<file path="src/rtl/counter_pkg.sv">
// Shared constants for the down_counter8 slice: seven-segment patterns and count modes.
// Segment patterns are {g,f,e,d,c,b,a}, active-low.
package counter_pkg;

    localparam int unsigned Q_W   = 3;
    localparam int unsigned SEG_W = 7;

    localparam logic [Q_W-1:0] Q_MAX = 3'd7;

    localparam logic [SEG_W-1:0] SEG_0     = 7'b1000000;
    localparam logic [SEG_W-1:0] SEG_1     = 7'b1111001;
    localparam logic [SEG_W-1:0] SEG_2     = 7'b0100100;
    localparam logic [SEG_W-1:0] SEG_3     = 7'b0110000;
    localparam logic [SEG_W-1:0] SEG_4     = 7'b0011001;
    localparam logic [SEG_W-1:0] SEG_5     = 7'b0010010;
    localparam logic [SEG_W-1:0] SEG_6     = 7'b0000010;
    localparam logic [SEG_W-1:0] SEG_7     = 7'b1111000;
    localparam logic [SEG_W-1:0] SEG_BLANK = 7'b1111111;

    localparam logic MODE_WRAP = 1'b0;
    localparam logic MODE_STOP = 1'b1;

endpackage

</file>
<file path="src/rtl/seg7_decode.sv">
// Combinational 3-bit value to active-low seven-segment pattern {g,f,e,d,c,b,a}.
module seg7_decode
    import counter_pkg::*;
(
    input  logic [Q_W-1:0]   value,
    output logic [SEG_W-1:0] seg
);

    always_comb begin
        seg = SEG_BLANK;
        case (value)
            3'd0: seg = SEG_0;
            3'd1: seg = SEG_1;
            3'd2: seg = SEG_2;
            3'd3: seg = SEG_3;
            3'd4: seg = SEG_4;
            3'd5: seg = SEG_5;
            3'd6: seg = SEG_6;
            3'd7: seg = SEG_7;
            default: seg = SEG_BLANK;
        endcase
    end

endmodule

</file>
<file path="src/rtl/down_counter8.sv">
// 3-bit down counter advanced by a DIV_N-cycle prescaler, with wrap/stop modes and load.
// Define DOWN_COUNTER8_DISPLAY_EN to drive oDisplay from the seven-segment decoder.
module down_counter8
    import counter_pkg::*;
#(
    parameter int unsigned DIV_N = 100000000
) (
    input  logic             CLK,
    input  logic             rst_n,
    input  logic             iEn,
    input  logic             iLoad,
    input  logic [2:0]       iData,
    input  logic             iMode,
    output logic [2:0]       oQ,
    output logic             oBorrow,
    output logic             oZero,
    output logic [6:0]       oDisplay
);

    localparam int unsigned     PRE_W    = (DIV_N > 1) ? $clog2(DIV_N) : 1;
    localparam logic [PRE_W-1:0] PRE_LAST = PRE_W'(DIV_N - 1);

    logic [PRE_W-1:0] pre;
    logic             tick;
    logic [Q_W-1:0]   q;
    logic             borrow;

    assign tick = (pre == PRE_LAST);

    // Free-running prescaler; a load restarts the interval so the next tick is a full period away.
    always_ff @(posedge CLK) begin
        if (!rst_n || iLoad || tick) begin
            pre <= '0;
        end else begin
            pre <= pre + PRE_W'(1);
        end
    end

    always_ff @(posedge CLK) begin
        if (!rst_n) begin
            q      <= '0;
            borrow <= 1'b0;
        end else if (iLoad) begin
            q      <= iData;
            borrow <= 1'b0;
        end else if (tick && iEn) begin
            if (q != '0) begin
                q      <= q - Q_W'(1);
                borrow <= 1'b0;
            end else if (iMode == MODE_WRAP) begin
                q      <= Q_MAX;
                borrow <= 1'b1;
            end else begin
                borrow <= 1'b0;
            end
        end else begin
            borrow <= 1'b0;
        end
    end

    assign oQ      = q;
    assign oBorrow = borrow;
    assign oZero   = (q == '0);

`ifdef DOWN_COUNTER8_DISPLAY_EN
    seg7_decode u_seg7_decode (
        .value (q),
        .seg   (oDisplay)
    );
`else
    assign oDisplay = SEG_BLANK;
`endif

endmodule

</file>
<file path="config.mk">
export PLATFORM = sky130hd
export DESIGN_NAME = down_counter8
export DESIGN_NICKNAME = d
export VERILOG_FILES = /design/src/rtl/counter_pkg.sv /design/src/rtl/seg7_decode.sv /design/src/rtl/down_counter8.sv
export SDC_FILE = /design/constraint.sdc
export NUM_CORES = 1
export LEC_CHECK = 0
export ABC_AREA = 1
export BUFFER_PORTS_ARGS = -buffer_cell sky130_fd_sc_hd__clkbuf_2
export CORE_AREA = 2 2 63 65
export CTS_CLUSTER_SIZE = 14
export DETAILED_ROUTE_END_ITERATION = 6
export DIE_AREA = 0 0 65 67
export PLACE_DENSITY_LB_ADDON = 0.05
export SLEW_MARGIN = 20
export SYNTH_ARGS = -nofsm -noshare
export SYNTH_HDL_FRONTEND = slang
export SYNTH_SLANG_ARGS = --single-unit
</file>
<file path="constraint.sdc">
create_clock -name CLK -period 1.7 [get_ports CLK]
set_clock_uncertainty 0.05 [all_clocks]
set_input_delay 0.255 -clock CLK [delete_from_list [all_inputs] [get_ports CLK]]
set_output_delay 0.255 -clock CLK [all_outputs]
set_load 0.01 [all_outputs]
</file>
==> results of run 1 <==
-- tightest hold or removal path, delay by kind of cell --
family	cells	cell delay [ns]
and+or+nand+nor	2	0.09
buffers and inverters	1	0.11
-- stage by stage --
stage	util	setup TNS [ns]	instances
3_5_place_dp	0.528	-0.308	316
4_1_cts	0.554	0	324
3_3_place_gp	0.528	-0.134	316
5_1_grt	0.568	0	328
2_1_floorplan	-	0	258
6_report	0.568	0	328
-- state kept, by name (all words and copies together) (netlist names) --
| signal | flops |
|---|---|
| oQ | 3 |
| oBorrow | 1 |
| pre | 27 |
-- path summary, 6_finish.rpt --
kind / end / slack [ns] / depth (start not counted)
worst min register to register: pre[0] / 0.37 / 1
worst max register to register: pre[15] / 0.11 / 10
worst max-delay path: pre[15] / 0.11 / 10
worst min-delay path: oQ[2] / 0.16 / 3
-- routing by layer --
| metal | wire length, um | track usage | part of all wire | vias up |
|---|---|---|---|---|
| li1 | - | - | - | 832 |
| met2 | 1600 | 0.289 | 0.45 | 25 |
| met1 | 1780 | 0.248 | 0.50 | 688 |
| met4 | 69 | 0.0878 | 0.019 | 0 |
| met3 | 136 | 0.0557 | 0.038 | 7 |
| met5 | 0 | 0 | 0 | - |
-- cells by family (layout without fill, tap and decap cells) --
group	after synthesis	count (layout)	synth area share
AO/OA/AOI/OAI	26	26	0.0810
XOR/XNOR	9	9	0.0448
adder cells (fa/ha/maj)	3	3	0.0213
buffers and inverters	40	62	0.104
flip-flops	31	31	0.353
other	1	7	0.00213
AND/OR/NAND/NOR	142	142	0.394
-- cells in the final DEF, fill, tap and decap left out, types with 5 or more instances in the layout --
cell type / count
conb_1: 7
o21ai_1: 7
buf_4: 11
nor2_4: 10
nand2_2: 5
dfxtp_1: 30
a21oi_1: 12
clkbuf_2: 12
clkbuf_8: 5
nor3_1: 5
xnor2_1: 6
nand2_1: 49
nand3_1: 12
nor2_1: 46
inv_1: 25
-- layout make-up --
class,count,share of cell area
sequential,31,0.304
tap,48,0.0293
clock buffer,5,0.0336
inverter,30,0.0550
timing repair buffer,24,0.0795
multi-input combinational,187,0.489
clock inverter,3,0.00978
-- where the power goes --
part	internal, W	switching, W
Sequential	0.000734	0.00000615
Combinational	0.0000472	0.0000642
Clock	0.000284	0.000298
-- timing repair --
| action | CTS | global route |
|---|---|---|
| hold buffers | 0 | 0 |
| pin swaps | 0 | 3 |
| setup buffers | 0 | 4 |
| gates resized for setup | 1 | 6 |
| setup endpoints to repair | 10 | 29 |
| gates cloned | 0 | 0 |
==> reports/results.ini, run 1 <==
[sta]
fin_crit_ns = 1.59
timing.final.crit_share = 0.935
whs_ns = 0.157
fmax_ghz = 0.629
drv_slew = 0
setup_violations = 0
worst_slack_ns = 0.111
finalHoldViolCount = 0
rsz0062_at_grt = false

[worst_setup_path]
crit_family = buffers and inverters
worstReg2RegStart = pre[0]
cp-start-kind = flip-flop
cp_max_fo = 11
end_kind = flip-flop
crit_required_ns = 1.83
cp_slowest_cell = dfxtp_2
worst_path_most_repeated_cell = inv_2
cpPeakStageDelay_ns = 0.34
startpoint = pre[0]
cp_data_arrival_time_ns = 1.72
worst-path-buf-inv = 4
worstPathCellList = ha_2 -> inv_2 -> nor2_4 -> nand2_4 -> inv_2 -> nand2_2 -> buf_4 -> o21ai_4 -> buf_12 -> nor2_1
worstSetupPathType = reg -> reg

[synthesis]
synth_cells = 252
ys_seq_area_frac = 0.353
synth_edf_count = 0
yosys-top-cells-area = dfxtp_1 35%, nand2_1 10%, nor2_1 9.8%
yosys.area.top_type_share = 0.353
ys_ff_latch = 31
yosys_warnings = 0
avgSynthCellArea_um2 = 6.99
yosysMostFrequentCell = nand2_1
synth_ff_type = dfxtp_1
synth.top_cells.by_count = 49 x nand2_1, 46 x nor2_1, 31 x dfxtp_1
synth.distinct_cells = 30
async_flop_share = 0
netlist_area_um2 = 1760
synth_top_area_cell = dfxtp_1

[route]
vias_per_cell = 4.73
wire_per_inst_um = 10.9
vias = 1552
drt-initial-drc-count = 67
drtAntennaViolNets = 0
totalWireLength_um = 3580
dr.pass1.iters = 4
drc = 0

[floorplanning]
io-pin-count = 20
start_util = 0.488
floorplan.rows = 22
dieArea_um2 = 4360
coreArea_um2 = 3610
die_y_um = 67
die_w_um = 65

[global_routing]
grt_pass1_vias = 1416
grt_pass1_wl_um = 6230
grt_max_degree = 13
antenna_found_initial = 0
grt_use_total = 0.191
grt_overflow = 0

[worst_hold_path]
hold_class = in -> reg
worstHoldStart = rst_n

[layout]
nets = 290
drive_gt1_frac = 0.214
multiInputGateArea_um2 = 1000
final_cell_area_um2 = 2050
area_growth_pct = 16.3
seqCellArea_um2 = 622
fillers = 362
antennaDiodeCount = 0

[placed_design]
dpl_worst_slack_ns = -0.0837
place_congestion = 0.797
placed_area_um2 = 1910
dp_hpwl_um = 2740
port_buffers = 12

[pwr]
leakage_nw = 0.763
vdd_drop_max_v = 0.000487
p_total_w = 0.00143
p_per_area_nw_per_um2 = 700

[clocking]
clkLatencyLatePin_ns = 0.29
numCtsBuffers = 5
cts_tree = done
cts.sinks = 31
cts_htree_levels = 2
cts_root_buf = clkbuf_8
path_clk_slew_ns = 0.07
cts_buffer_depth = 2

[run_status]
status = completed

[job]
maxCapViolCount = 0

Power figures use the tool's default switching activity.
==> run 2: changes to the inputs <==
CORE_AREA = 2 2 66 68   (was 2 2 63 65)
DIE_AREA = 0 0 68 70   (was 0 0 65 67)
SLEW_MARGIN = unset   (was 20)
==> run 2 against run 1 <==
Compared with the run above:
- register-to-register slack gained 0.06 ns
- hold slack gained 0.0039 ns
- maximum frequency grew 3.9%
- critical endpoint is now pre[11]
==> reports/results.ini, run 2 (same netlist as run 1, synthesis figures left out) <==
[worst_setup_path]
worstPathCellList = ha_4 -> inv_2 -> nor2_4 -> nand2_4 -> inv_2 -> nand2_2 -> nor2_2 -> nor2_4 -> o21ai_0 -> a21oi_1
cp_num_cells = 10
end_kind = flip-flop
cp_slowest_cell = dfxtp_2
r2r.worst_path.cells = 10
worstSetupPathType = reg -> reg
crit_family = simple AND/OR/NAND/NOR gates
worst-path-buf-inv = 2
cp-start-kind = flip-flop
crit_required_ns = 1.87
cp_max_fo = 12
cp_data_arrival_time_ns = 1.69
cpPeakStageDelay_ns = 0.34

[floorplanning]
dieArea_um2 = 4760
start_util = 0.425
die_y_um = 70
io-pin-count = 20
floorplan.rows = 24
die_w_um = 68
coreArea_um2 = 4140

[layout]
area_growth_pct = 15.0
largest_register_ffs = 27
layout_common_cells = 49 x nand2_1, 45 x nor2_1, 27 x dfxtp_1
layout_commonest_cell = nand2_1
nets = 286
antennaDiodeCount = 0
regMostFlops = pre
stdcell_count = 328
final_util = 0.489
drive_gt1_frac = 0.210

[clocking]
cts_htree_levels = 2
cts_hold_buf = 0
cts_tree = done
cts_root_buf = clkbuf_8
numCtsBuffers = 5
path_clk_slew_ns = 0.06
cts_buffer_depth = 2
cts.sinks = 31
clkLatencyLatePin_ns = 0.28

[global_routing]
grt_pass1_vias = 1356
grt_overflow = 0
grt_pass1_wl_um = 5870
grt_use_total = 0.164
grt_max_degree = 13
antenna_found_initial = 0

[route]
drtAntennaViolNets = 0
vias = 1522
drt-initial-drc-count = 73
drc = 0
wire_per_inst_um = 10.6
vias_per_cell = 4.64
totalWireLength_um = 3490
dr.pass1.iters = 4

[placed_design]
dp.cells = 318
place_congestion = 0.779
dp_hpwl_um = 2710
port_buffers = 12

[sta]
finalHoldViolCount = 0
fin_crit_ns = 1.53
setup_tns_ns = 0
fmax_ghz = 0.654
setup_violations = 0
drv_slew = 0
timing.final.crit_share = 0.900

[worst_hold_path]
hold_class = in -> reg
holdPathStages = 3

[pwr]
leakage_nw = 0.752
vdd_drop_max_v = 0.000540
p_total_w = 0.00140
p_per_area_nw_per_um2 = 692

[run_status]
status = completed

[job]
maxCapViolCount = 0

-- run 2: path summary, 6_finish.rpt --
kind | startpoint | end | slack, ns
hold reg to reg | pre[0] | pre[0] | 0.39
setup / recovery | pre[0] | pre[11] | 0.17
setup reg to reg | pre[0] | pre[11] | 0.17
hold / removal | rst_n | oQ[2] | 0.16
-- run 2: cell type report --
cell class	count	area, um^2
Fill cell	432	2120
Tap cell	52	65.1
Clock buffer	5	68.8
Timing Repair Buffer	20	133
Multi-Input combinational cell	187	1000
Inverter	30	113
Clock inverter	3	15.0
Sequential cell	31	626
-- run 2: tightest hold or removal path: cells and delay by family --
family	cells	cell delay (ns)
and+or+nand+nor	2	0.09
buffers and inverters	1	0.10
-- run 2: power breakdown --
part / leakage, nW / total [W] / internal [W] / switching [W]
logic: 0.452 / 0.000103 / 0.0000433 / 0.0000600
registers: 0.253 / 0.000741 / 0.000735 / 0.00000682
clock network: 0.0477 / 0.000557 / 0.000280 / 0.000278
-- run 2: stage by stage --
step	cell area (um^2)	hold slack, ns	worst slack, ns
final	2020	0.161	0.170
after global routing	2020	0.166	-0.00138
after CTS	1990	0.154	0.0272
after detailed placement	1900	0.388	-0.116
after global placement	1900	0.380	-0.0842
after floorplan	1780	0.326	0.184
-- run 2: what timing repair did --
| action | in CTS | in global routing |
|---|---|---|
| endpoints found under the hold margin | 0 | 0 |
| pin swaps | 3 | 7 |
| buffers inserted | 1 | 1 |
| resized for setup | 1 | 9 |
| endpoints found under the setup margin | 13 | 10 |
| gates cloned | 0 | 0 |
-- run 2: routing by layer --
layer  up-vias  global-route usage  part of all wire
met1       668               0.223              0.50
met5         -                   0                 0
met4         0              0.0533             0.016
met2        21               0.245              0.45
met3         6              0.0483             0.032
li1        827                   -                 -
